===== config.mk =====
export PLATFORM = sky130hd
export DESIGN_NAME = decompressed_row_writer
export DESIGN_NICKNAME = d
export VERILOG_FILES = /design/src/rtl/decompressed_row_writer_pkg.sv /design/src/rtl/decompressed_row_writer_row_fifo.sv /design/src/rtl/decompressed_row_writer.sv
export SDC_FILE = /design/constraint.sdc
export NUM_CORES = 1
export LEC_CHECK = 0
export BUFFER_PORTS_ARGS = -buffer_cell sky130_fd_sc_hd__buf_2
export CAP_MARGIN = 20
export CORE_UTILIZATION = 50
export CTS_BUF_LIST = sky130_fd_sc_hd__clkbuf_2
export CTS_CLUSTER_DIAMETER = 200
export DETAILED_ROUTE_END_ITERATION = 8
export GPL_TIMING_DRIVEN = 0
export HOLD_SLACK_MARGIN = 0.15
export MAX_ROUTING_LAYER = met4
export PLACE_DENSITY_LB_ADDON = 0.2
export REMOVE_ABC_BUFFERS = 1
export SETUP_SLACK_MARGIN = 0.5
export SLEW_MARGIN = 20
export SYNTH_ARGS = -nofsm -noshare
export SYNTH_HDL_FRONTEND = slang
export SYNTH_HIERARCHICAL = 1
export SYNTH_SLANG_ARGS = --single-unit

===== constraint.sdc =====
create_clock -name clk -period 5.1 [get_ports clk]
set_input_delay 1.02 -clock clk [delete_from_list [all_inputs] [get_ports clk]]
set_output_delay 1.02 -clock clk [all_outputs]
set_load 0.01 [all_outputs]

===== src/rtl/decompressed_row_writer_pkg.sv =====
// Shared definitions for the decompressed row writer: state encoding and default region bases.
// The IO controller decodes the same state values.
package decompressed_row_writer_pkg;

  localparam logic [1:0] STATE_IDLE  = 2'd0;
  localparam logic [1:0] STATE_LOAD  = 2'd1;
  localparam logic [1:0] STATE_DRAIN = 2'd2;
  localparam logic [1:0] STATE_DONE  = 2'd3;

  typedef enum logic [1:0] {
    ST_IDLE  = STATE_IDLE,
    ST_LOAD  = STATE_LOAD,
    ST_DRAIN = STATE_DRAIN,
    ST_DONE  = STATE_DONE
  } state_e;

  localparam logic [15:0] CNN_BASE_DEFAULT = 16'h0000;
  localparam logic [15:0] IMG_BASE_DEFAULT = 16'h8000;

endpackage


===== src/rtl/decompressed_row_writer_row_fifo.sv =====
// Synchronous row FIFO with flush; full/empty/count come straight from registered state.
module row_fifo #(
  parameter int ROW_SIZE   = 16,
  parameter int FIFO_DEPTH = 4
) (
  input  logic                          clk,
  input  logic                          rst,
  input  logic                          push,
  input  logic                          pop,
  input  logic                          flush,
  input  logic [ROW_SIZE-1:0]           din,
  output logic [ROW_SIZE-1:0]           head,
  output logic                          full,
  output logic                          empty,
  output logic [$clog2(FIFO_DEPTH):0]   count
);

  localparam int PW = $clog2(FIFO_DEPTH);
  localparam logic [PW:0] DEPTH_C = (PW + 1)'(FIFO_DEPTH);

  logic [ROW_SIZE-1:0] mem_q [FIFO_DEPTH];
  logic [PW-1:0]       wr_ptr_q, wr_ptr_d;
  logic [PW-1:0]       rd_ptr_q, rd_ptr_d;
  logic [PW:0]         count_q, count_d;
  logic                do_push, do_pop;

  // A push is refused whenever the FIFO is full, even if a pop happens the same cycle.
  assign do_push = push && (count_q != DEPTH_C) && !flush;
  assign do_pop  = pop && (count_q != '0) && !flush;

  always_comb begin
    wr_ptr_d = wr_ptr_q;
    rd_ptr_d = rd_ptr_q;
    count_d  = count_q;
    if (flush) begin
      wr_ptr_d = '0;
      rd_ptr_d = '0;
      count_d  = '0;
    end else begin
      if (do_push) wr_ptr_d = wr_ptr_q + 1'b1;
      if (do_pop)  rd_ptr_d = rd_ptr_q + 1'b1;
      if (do_push && !do_pop)      count_d = count_q + 1'b1;
      else if (do_pop && !do_push) count_d = count_q - 1'b1;
    end
  end

  always_ff @(posedge clk) begin
    if (rst) begin
      wr_ptr_q <= '0;
      rd_ptr_q <= '0;
      count_q  <= '0;
    end else begin
      wr_ptr_q <= wr_ptr_d;
      rd_ptr_q <= rd_ptr_d;
      count_q  <= count_d;
    end
  end

  always_ff @(posedge clk) begin
    if (do_push) mem_q[wr_ptr_q] <= din;
  end

  assign head  = mem_q[rd_ptr_q];
  assign full  = (count_q == DEPTH_C);
  assign empty = (count_q == '0);
  assign count = count_q;

endmodule


===== src/rtl/decompressed_row_writer.sv =====
// Writes decompressed rows to the CNN-weight or image region of on-chip memory through a row FIFO.
// Optional ROW_WRITER_CHECKSUM_EN adds an XOR checksum of all written rows.
module decompressed_row_writer
  import decompressed_row_writer_pkg::*;
#(
  parameter int                    ROW_SIZE   = 16,
  parameter int                    ADDR_WIDTH = 16,
  parameter int                    FIFO_DEPTH = 4,
  parameter logic [ADDR_WIDTH-1:0] CNN_BASE   = ADDR_WIDTH'(CNN_BASE_DEFAULT),
  parameter logic [ADDR_WIDTH-1:0] IMG_BASE   = ADDR_WIDTH'(IMG_BASE_DEFAULT)
) (
  input  logic                  clk,
  input  logic                  rst,
  input  logic                  load,
  input  logic                  cnn_img,
  input  logic [ADDR_WIDTH-1:0] num_rows,
  input  logic                  interrupt,
  input  logic                  row_valid,
  input  logic [ROW_SIZE-1:0]   row_data,
  output logic                  row_ready,
  output logic                  mem_we,
  output logic [ADDR_WIDTH-1:0] mem_addr,
  output logic [ROW_SIZE-1:0]   mem_wdata,
  input  logic                  mem_ack,
  output logic                  busy,
  output logic                  done
`ifdef ROW_WRITER_CHECKSUM_EN
  ,
  output logic [ROW_SIZE-1:0]   checksum
`endif
);

  localparam int CW = $clog2(FIFO_DEPTH) + 1;

  state_e                state_q, state_d;
  logic [ADDR_WIDTH-1:0] addr_q, addr_d;
  logic [ADDR_WIDTH-1:0] target_q, target_d;
  logic [ADDR_WIDTH-1:0] accepted_q, accepted_d;

  logic                  fifo_full, fifo_empty;
  logic [CW-1:0]         fifo_count;
  logic [ROW_SIZE-1:0]   fifo_head;
  logic                  active, accept, write_done, flush;

  assign active     = (state_q == ST_LOAD) || (state_q == ST_DRAIN);
  assign row_ready  = (state_q == ST_LOAD) && !fifo_full;
  assign mem_we     = active && !fifo_empty;
  // interrupt outranks everything: no push, pop or address step on that cycle
  assign accept     = row_valid && row_ready && !interrupt;
  assign write_done = mem_we && mem_ack && !interrupt;
  assign flush      = interrupt && active;

  row_fifo #(
    .ROW_SIZE  (ROW_SIZE),
    .FIFO_DEPTH(FIFO_DEPTH)
  ) u_row_fifo (
    .clk  (clk),
    .rst  (rst),
    .push (accept),
    .pop  (write_done),
    .flush(flush),
    .din  (row_data),
    .head (fifo_head),
    .full (fifo_full),
    .empty(fifo_empty),
    .count(fifo_count)
  );

  always_comb begin
    state_d    = state_q;
    addr_d     = addr_q;
    target_d   = target_q;
    accepted_d = accepted_q;
    if (write_done) addr_d = addr_q + 1'b1;
    case (state_q)
      ST_IDLE: begin
        if (load) begin
          target_d   = num_rows;
          accepted_d = '0;
          addr_d     = cnn_img ? CNN_BASE : IMG_BASE;
          state_d    = (num_rows == '0) ? ST_DONE : ST_LOAD;
        end
      end
      ST_LOAD: begin
        if (interrupt) begin
          state_d = ST_IDLE;
        end else if (accept) begin
          accepted_d = accepted_q + 1'b1;
          if (accepted_d == target_q) state_d = ST_DRAIN;
        end
      end
      ST_DRAIN: begin
        // finish as soon as the FIFO is empty after this edge
        if (interrupt) state_d = ST_IDLE;
        else if (fifo_empty || (fifo_count == CW'(1) && write_done)) state_d = ST_DONE;
      end
      ST_DONE: begin
        if (!load) state_d = ST_IDLE;
      end
      default: state_d = ST_IDLE;
    endcase
  end

  always_ff @(posedge clk) begin
    if (rst) begin
      state_q    <= ST_IDLE;
      addr_q     <= '0;
      target_q   <= '0;
      accepted_q <= '0;
    end else begin
      state_q    <= state_d;
      addr_q     <= addr_d;
      target_q   <= target_d;
      accepted_q <= accepted_d;
    end
  end

  assign mem_addr  = addr_q;
  assign mem_wdata = mem_we ? fifo_head : '0;
  assign busy      = active;
  assign done      = (state_q == ST_DONE);

`ifdef ROW_WRITER_CHECKSUM_EN
  logic [ROW_SIZE-1:0] checksum_q, checksum_d;

  always_comb begin
    checksum_d = checksum_q;
    if (state_q == ST_IDLE && load) checksum_d = '0;
    else if (write_done)            checksum_d = checksum_q ^ fifo_head;
  end

  always_ff @(posedge clk) begin
    if (rst) checksum_q <= '0;
    else     checksum_q <= checksum_d;
  end

  assign checksum = checksum_q;
`endif

endmodule

Word-level counts from Yosys, hierarchy flattened
Memories as Yosys holds them, arrays and structs flattened. A register that Yosys moved wholly into a read port is not among the register bits.
Cells that the tools add are included.
{"block": "classes", "muxes": 24, "n_eq_ne": 14, "n_addsub": 6, "n_reduce_logical": 32}
{"op": "16-bit 2-to-1 mux", "count": 8}
{"op": "16-bit by 1-bit adder with 16-bit output (second input constant)", "count": 2}
{"op": "16-bit case mux with 2 select lines", "count": 1}
{"op": "2-bit 2-to-1 mux", "count": 10}
{"op": "16-bit == test", "count": 1}
{"op": "16-bit logical NOT", "count": 1}
{"op": "1-bit logical AND", "count": 14}
{"op": "3-bit by 2-bit != test with 1-bit output (second input constant)", "count": 3}
{"op": "2-bit case mux with 4 select lines", "count": 1}
{"op": "1-bit logical NOT", "count": 6}
{"op": "3-bit 2-to-1 mux", "count": 2}
{"op": "2-bit != test (second input constant)", "count": 3}
{"op": "5-bit AND reduction", "count": 1}
{"op": "2-bit by 1-bit adder with 2-bit output (second input constant)", "count": 2}
{"op": "2-bit == test (second input constant)", "count": 2}
{"op": "4-bit AND reduction", "count": 1}
{"op": "2-bit nonzero test", "count": 2}
{"op": "3-bit by 1-bit adder with 3-bit output (second input constant)", "count": 1}
{"op": "3-bit by 1-bit == test with 1-bit output (second input constant)", "count": 1}
{"op": "3-bit == test (second input constant)", "count": 1}
{"op": "3-bit logical NOT", "count": 1}
{"op": "3-bit != test (second input constant)", "count": 1}
{"op": "3-bit nonzero test", "count": 1}
{"op": "3-bit by 1-bit subtractor with 3-bit output (second input constant)", "count": 1}
{"op": "other kinds (7)", "count": 9}
{"block": "totals", "ram_bits": 64, "output_inout_bits": 36, "regBits": 57, "n_memories": 1, "inputBits": 39, "elab_cells": 84}
{"name": "u_row_fifo.mem_q", "depth": 4, "word_bits": 16, "read_ports": 1, "rd_clocked_by_memory_dff": 1, "wr": 1, "line": "decompressed_row_writer_row_fifo.sv:21", "text": "logic [ROW_SIZE-1:0] mem_q [FIFO_DEPTH];"}

Depth between registers and ports, before layout
{"block": "depth", "ltp_word": 11, "depth_mapped": 13, "ltp_nobuf": 12}

Modules after synthesis
The synthesis kept the hierarchy.
{"mod": "decompressed_row_writer", "n_inst": 1, "area_per_inst_um2": 3059.2, "cells_each": 397, "seq_area_each_um2": 1001.0}
{"mod": "row_fifo", "n_inst": 1, "area_per_inst_um2": 2821.5, "cells_each": 138, "seq_area_each_um2": 2102.0}

Worst setup path after synthesis
No wires, ideal clock.
{"block": "synth_path", "path_type": "input-to-reg", "from": "in interrupt", "to": "reg u_row_fifo.count_q[2] (netlist: u_row_fifo/count[2])", "arrival_time_ps": 3307, "setup_slack_ps": 1723, "setup_time_ps": 70, "n_path_buf": 1, "required_ps": 5030, "stages": 11, "path_cell_list": "nand2b_1 -> buf_2 -> nor3b_2 -> nor2b_1 -> and2_4 -> ha_1 -> inv_1 -> fa_1 -> xor2_1 -> or3_2 -> a21oi_1"}
{"block": "synth_via", "elab_chain_cells": 7, "elab_cells_between_ends": 16, "cone_classes": "mux (1); reduce/logical (15)"}
{"element": "from (decl)", "line": "decompressed_row_writer.sv:17", "text": "input logic interrupt,"}
{"element": "1-bit logical NOT *", "line": "decompressed_row_writer.sv:49", "text": "assign accept = row_valid && row_ready && !interrupt;"}
{"element": "1-bit logical AND *", "line": "decompressed_row_writer.sv:49"}
{"element": "net accept", "line": "decompressed_row_writer.sv:43", "text": "logic active, accept, write_done, flush;"}
{"element": "1-bit logical AND * (2 in series)", "line": "decompressed_row_writer_row_fifo.sv:28", "text": "assign do_push = push && (count_q != DEPTH_C) && !flush;"}
{"element": "net u_row_fifo.do_push", "line": "decompressed_row_writer_row_fifo.sv:25", "text": "logic do_push, do_pop;"}
{"element": "1-bit logical NOT", "line": "decompressed_row_writer_row_fifo.sv:43", "text": "else if (do_pop && !do_push) count_d = count_q - 1'b1;"}
{"element": "1-bit logical AND", "line": "decompressed_row_writer_row_fifo.sv:43"}
{"element": "2-bit nonzero test (no source line)"}
{"element": "to (signal assigned)", "line": "decompressed_row_writer_row_fifo.sv:55", "text": "count_q <= count_d;"}
{"element": "to (decl)", "line": "decompressed_row_writer_row_fifo.sv:24", "text": "logic [PW:0] count_q, count_d;"}
Mark *: on every way through the listed nets, which the timed path passes. The rest lies on a longest branch.
A chain may end at the register's enable or synchronous reset.

Worst setup path after layout
{"block": "layout_path", "from": "reg state_q[0]", "to": "out mem_wdata[14]"}
{"block": "layout_via", "elab_chain_cells": 4, "elab_cells_between_ends": 5, "cone_classes": "eq/ne (2); mux (1); reduce/logical (2)"}
{"element": "from (decl)", "line": "decompressed_row_writer.sv:35", "text": "state_e state_q, state_d;"}
{"element": "from (signal assigned)", "line": "decompressed_row_writer.sv:111", "text": "state_q <= state_d;"}
{"element": "2-bit by 1-bit == test with 1-bit output / 2-bit == test (equally long branches)", "line": "decompressed_row_writer.sv:45", "text": "assign active = (state_q == ST_LOAD) || (state_q == ST_DRAIN);"}
{"element": "1-bit logical OR *", "line": "decompressed_row_writer.sv:45"}
{"element": "1-bit logical AND *", "line": "decompressed_row_writer.sv:47", "text": "assign mem_we = active && !fifo_empty;"}
{"element": "16-bit 2-to-1 mux *", "line": "decompressed_row_writer.sv:119", "text": "assign mem_wdata = mem_we ? fifo_head : '0;"}
{"element": "to (decl)", "line": "decompressed_row_writer.sv:23", "text": "output logic [ROW_SIZE-1:0] mem_wdata,"}
Mark *: on every way between the ends. The rest lies on a longest branch, timed or not.

==> impl_metrics.py <==
metrics = {
    "routing": {
        "drc": 0,
        "antenna_left": 0,
        "vias": 4235,
        "dr.pass1.iters": 5,
        "routedWlPerCell_um": 15.5,
        "first_iter_violations": 275,
        "viasPerCell": 5.62,
        "wirelength_mm": 11.7,
    },
    "timing": {
        "skew_ns": 0.0345,
        "setup_tns_ns": 0,
        "worstMarginPinSlew_ns": 0.917,
        "setup_ws_ns": 1.36,
        "period_share_pct": 73.2,
        "period_needed_ns": 3.74,
        "fmax_mhz": 268,
        "max-slew-margin-rel_pct": 38.0,
        "timing.hold.ws_ns": 0.488,
        "finalHoldViolations": 0,
        "slew_viol_final": 0,
        "report.final.setup_viol": 0,
        "rsz0062_at_grt": "no",
    },
    "die": {
        "die_area_sq_um": 12200,
        "die_h_um": 110,
        "die_w_um": 110,
        "num_rows": 39,
        "ioPinCount": 75,
        "coreArea_sq_um": 11400,
        "start_util_pct": 51.5,
    },
    "min_path": {
        "holdPathStages": 2,
        "hp-start": "target_q[14]$_SDFFE_PP0P_",
        "hold_end": "target_q[14]$_SDFFE_PP0P_",
        "hp-class": "flip-flop to flip-flop",
    },
    "critical_path": {
        "endpoint_kind": "primary output",
        "worst-path-max-fanout": 10,
        "worst_ep_required_time_ns": 4.08,
        "reg2regPathDepth": 12,
        "critPathLaunchType": "flip-flop",
        "cp_slowest_cell": "nor2b_1",
        "worstPathCellList": "inv_1 > ha_1 > nor2b_1 > buf_4 > and2_1 > buf_2",
        "r2r_start": "state_q[1]$_SDFFE_PP0P_",
        "rrSetupSlack_ns": 1.51,
        "cp_num_buf_inv": 3,
        "critPathKind": "flip-flop to primary output",
        "critPathTopFamily": "simple AND/OR/NAND/NOR gates",
        "crit_arrival_ns": 2.72,
        "r2r-end": "u_row_fifo/count[2]$_SDFFE_PP0P_",
        "cp_slowest_stage_delay_ns": 0.66,
    },
    "yosys": {
        "synth_ff_type": "edfxtp_1",
        "ys_types": 65,
        "yosys_warnings": 6,
        "async_reset_ff_share_pct": 0,
        "ys_seq_area_share_pct": 52.8,
        "syn_inst": 535,
        "yosysTopAreaCell": "edfxtp_1",
        "synth_edf_count": 64,
        "yosysTopAreaCellShare_pct": 32.7,
        "synthTopCellsByArea": "edfxtp_1 (33%), dfxtp_1 (20%), mux4_2 (6.1%)",
        "synth_area_per_cell_sq_um": 11.0,
        "ys_seq_elements": 123,
        "synth_area_sq_um": 5880,
    },
    "final_layout": {
        "syn_to_final_growth_pct": 10.3,
        "drive_gt1_share_pct": 23.3,
        "fin_cells": 753,
        "final_nets": 648,
        "diodes": 0,
        "post-route-util_pct": 56.8,
        "nFillCells": 998,
    },
    "global_route": {
        "grt_max_degree": 41,
        "grt_util_all_layers_pct": 21.0,
        "grt_pass1_vias": 4175,
        "globalRouteOverflowTotal": 0,
        "antenna_found_initial": 0,
        "grt_pass1_wl_mm": 19.8,
    },
    "place": {
        "post-dp-hpwl_mm": 8.02,
        "port_buffers": 74,
        "dp_cells": 721,
        "dp_slack_ns": 0.980,
        "gp_congestion": 0.861,
    },
    "power_and_ir_drop": {
        "leakagePower_nw": 2.40,
        "p_per_area_nw_per_um2": 283,
        "peakVddDrop_uv": 163,
    },
    "clocking": {
        "ctsResizeCount": 0,
        "postCtsSetupBuffers": 0,
        "insertion_delay_ns": 0.67,
        "cts_sinks": 123,
        "cts_buffer_depth": 2,
        "clockRootBuffer": "clkbuf_2",
        "numCtsBuffers": 17,
        "htree_levels": 4,
        "cts_hold_buf": 0,
        "clk_pin_slew_ns": 0.17,
        "cts_tree": "built",
    },
    "outcome": {
        "outcome": "finished, final reports clean",
    },
    "job": {
        "maxCapViolations": 0,
    },
}
==> sequential cells by signal, indices dropped and copies added (netlist names), named ones only <==
register,count
u_row_fifo/mem_q,64
accepted_q,16
mem_addr,16
target_q,16
u_row_fifo/count,3
state_q,2
u_row_fifo/rd_ptr_q,2
u_row_fifo/wr_ptr_q,2
==> logic make-up (layout without fill, tap and decap cells) <==
kind of cell / after synthesis / count (layout) / share of synthesized area [%]
adder cells (fa/ha/maj): 12 / 12 / 2.68
flip-flops: 123 / 123 / 52.8
AO/OA/AOI/OAI: 101 / 101 / 10.1
multiplexers: 20 / 20 / 6.81
buffers and inverters: 43 / 118 / 3.34
AND/OR/NAND/NOR: 208 / 208 / 20.1
XOR/XNOR: 28 / 28 / 4.17
==> tightest hold or removal path, stage by stage, from the launching register on <==
cell	delay, ns
dfxtp_1	0.36
nand2_1	0.06
a21oi_1	0.05
==> cell usage after synthesis (all sizes together) (4+ instances only) <==
cell and instances:
edfxtp 64, dfxtp 59, nand2 54, a21oi 48, nor2 33, o21ai 26
and2 21, xor2 18, buf 17, mux4 16, clkbuf 15, or3 15
ha 11, inv 11, nand3 10, nand4 10, nor2b 10, xnor2 10
and3 8, and4 7, nor4 7, nor3 5, nor3b 5, or3b 5
a31oi 4, mux2i 4, or4 4
==> cells in the final DEF (no fill, tap or decap), types with 5 or more instances in the layout <==
cell type / count
clkinv_2: 5
inv_1: 11
xnor2_1: 10
and4_1: 7
nor4_1: 6
mux4_2: 16
nand3_1: 10
edfxtp_1: 64
dfxtp_1: 58
nor2_1: 33
nor2b_1: 10
and2_1: 20
ha_1: 11
nand4_1: 8
o21ai_0: 25
or3_1: 14
nand2_1: 54
a21oi_1: 48
xor2_1: 18
buf_2: 74
clkbuf_2: 18
==> per-layer routing <==
layer / vias up / track usage, % / share of wire (%)
met5: - / - / 0
met4: 0 / 8.71 / 1.2
met3: 15 / 5.05 / 4.7
met2: 115 / 33.5 / 49
met1: 2017 / 25.6 / 45
li1: 2088 / - / -
==> power by group <==
group / internal, mW / total, mW / switching, mW / leakage (nW)
combinational: 0.0873 / 0.228 / 0.141 / 1.21
clock: 0.170 / 0.520 / 0.350 / 0.126
sequential: 1.07 / 1.09 / 0.0215 / 1.06
total: 1.32 / 1.84 / 0.512 / 2.40
==> worst max path at each step <==
stage                                       start                               end  slack [ns]  cells after the start
final                     state_q[0]$_SDFFE_PP0P_                     mem_wdata[14]        1.36                      6
after global routing      state_q[1]$_SDFFE_PP0P_                     mem_wdata[14]        1.18                      6
after CTS                 state_q[0]$_SDFFE_PP0P_                     mem_wdata[14]        1.26                      6
after detailed placement                interrupt  u_row_fifo/count[2]$_SDFFE_PP0P_        0.98                     11
after global placement                  interrupt  u_row_fifo/count[2]$_SDFFE_PP0P_        1.04                     11
after floorplan                         interrupt  u_row_fifo/count[2]$_SDFFE_PP0P_        1.57                     10
==> cell type report <==
class	instances	area [sq um]	share of cell area (%)
inverters	11	41.3	0.636
clock inverters	14	108	1.66
flip-flops and latches	123	3100	47.8
clock buffers	18	90.1	1.39
well taps	143	179	2.76
multi-input cells	369	2590	39.9
repair buffers	75	378	5.82
==> through the flow <==
step	power [mW]	area [sq um]
final	1.84	6490
after global routing	1.94	6490
after CTS	1.86	6490
after detailed placement	1.34	6290
after global placement	1.33	6270
after floorplan	1.25	5730
No activity file was read; power rests on OpenSTA's default activity.
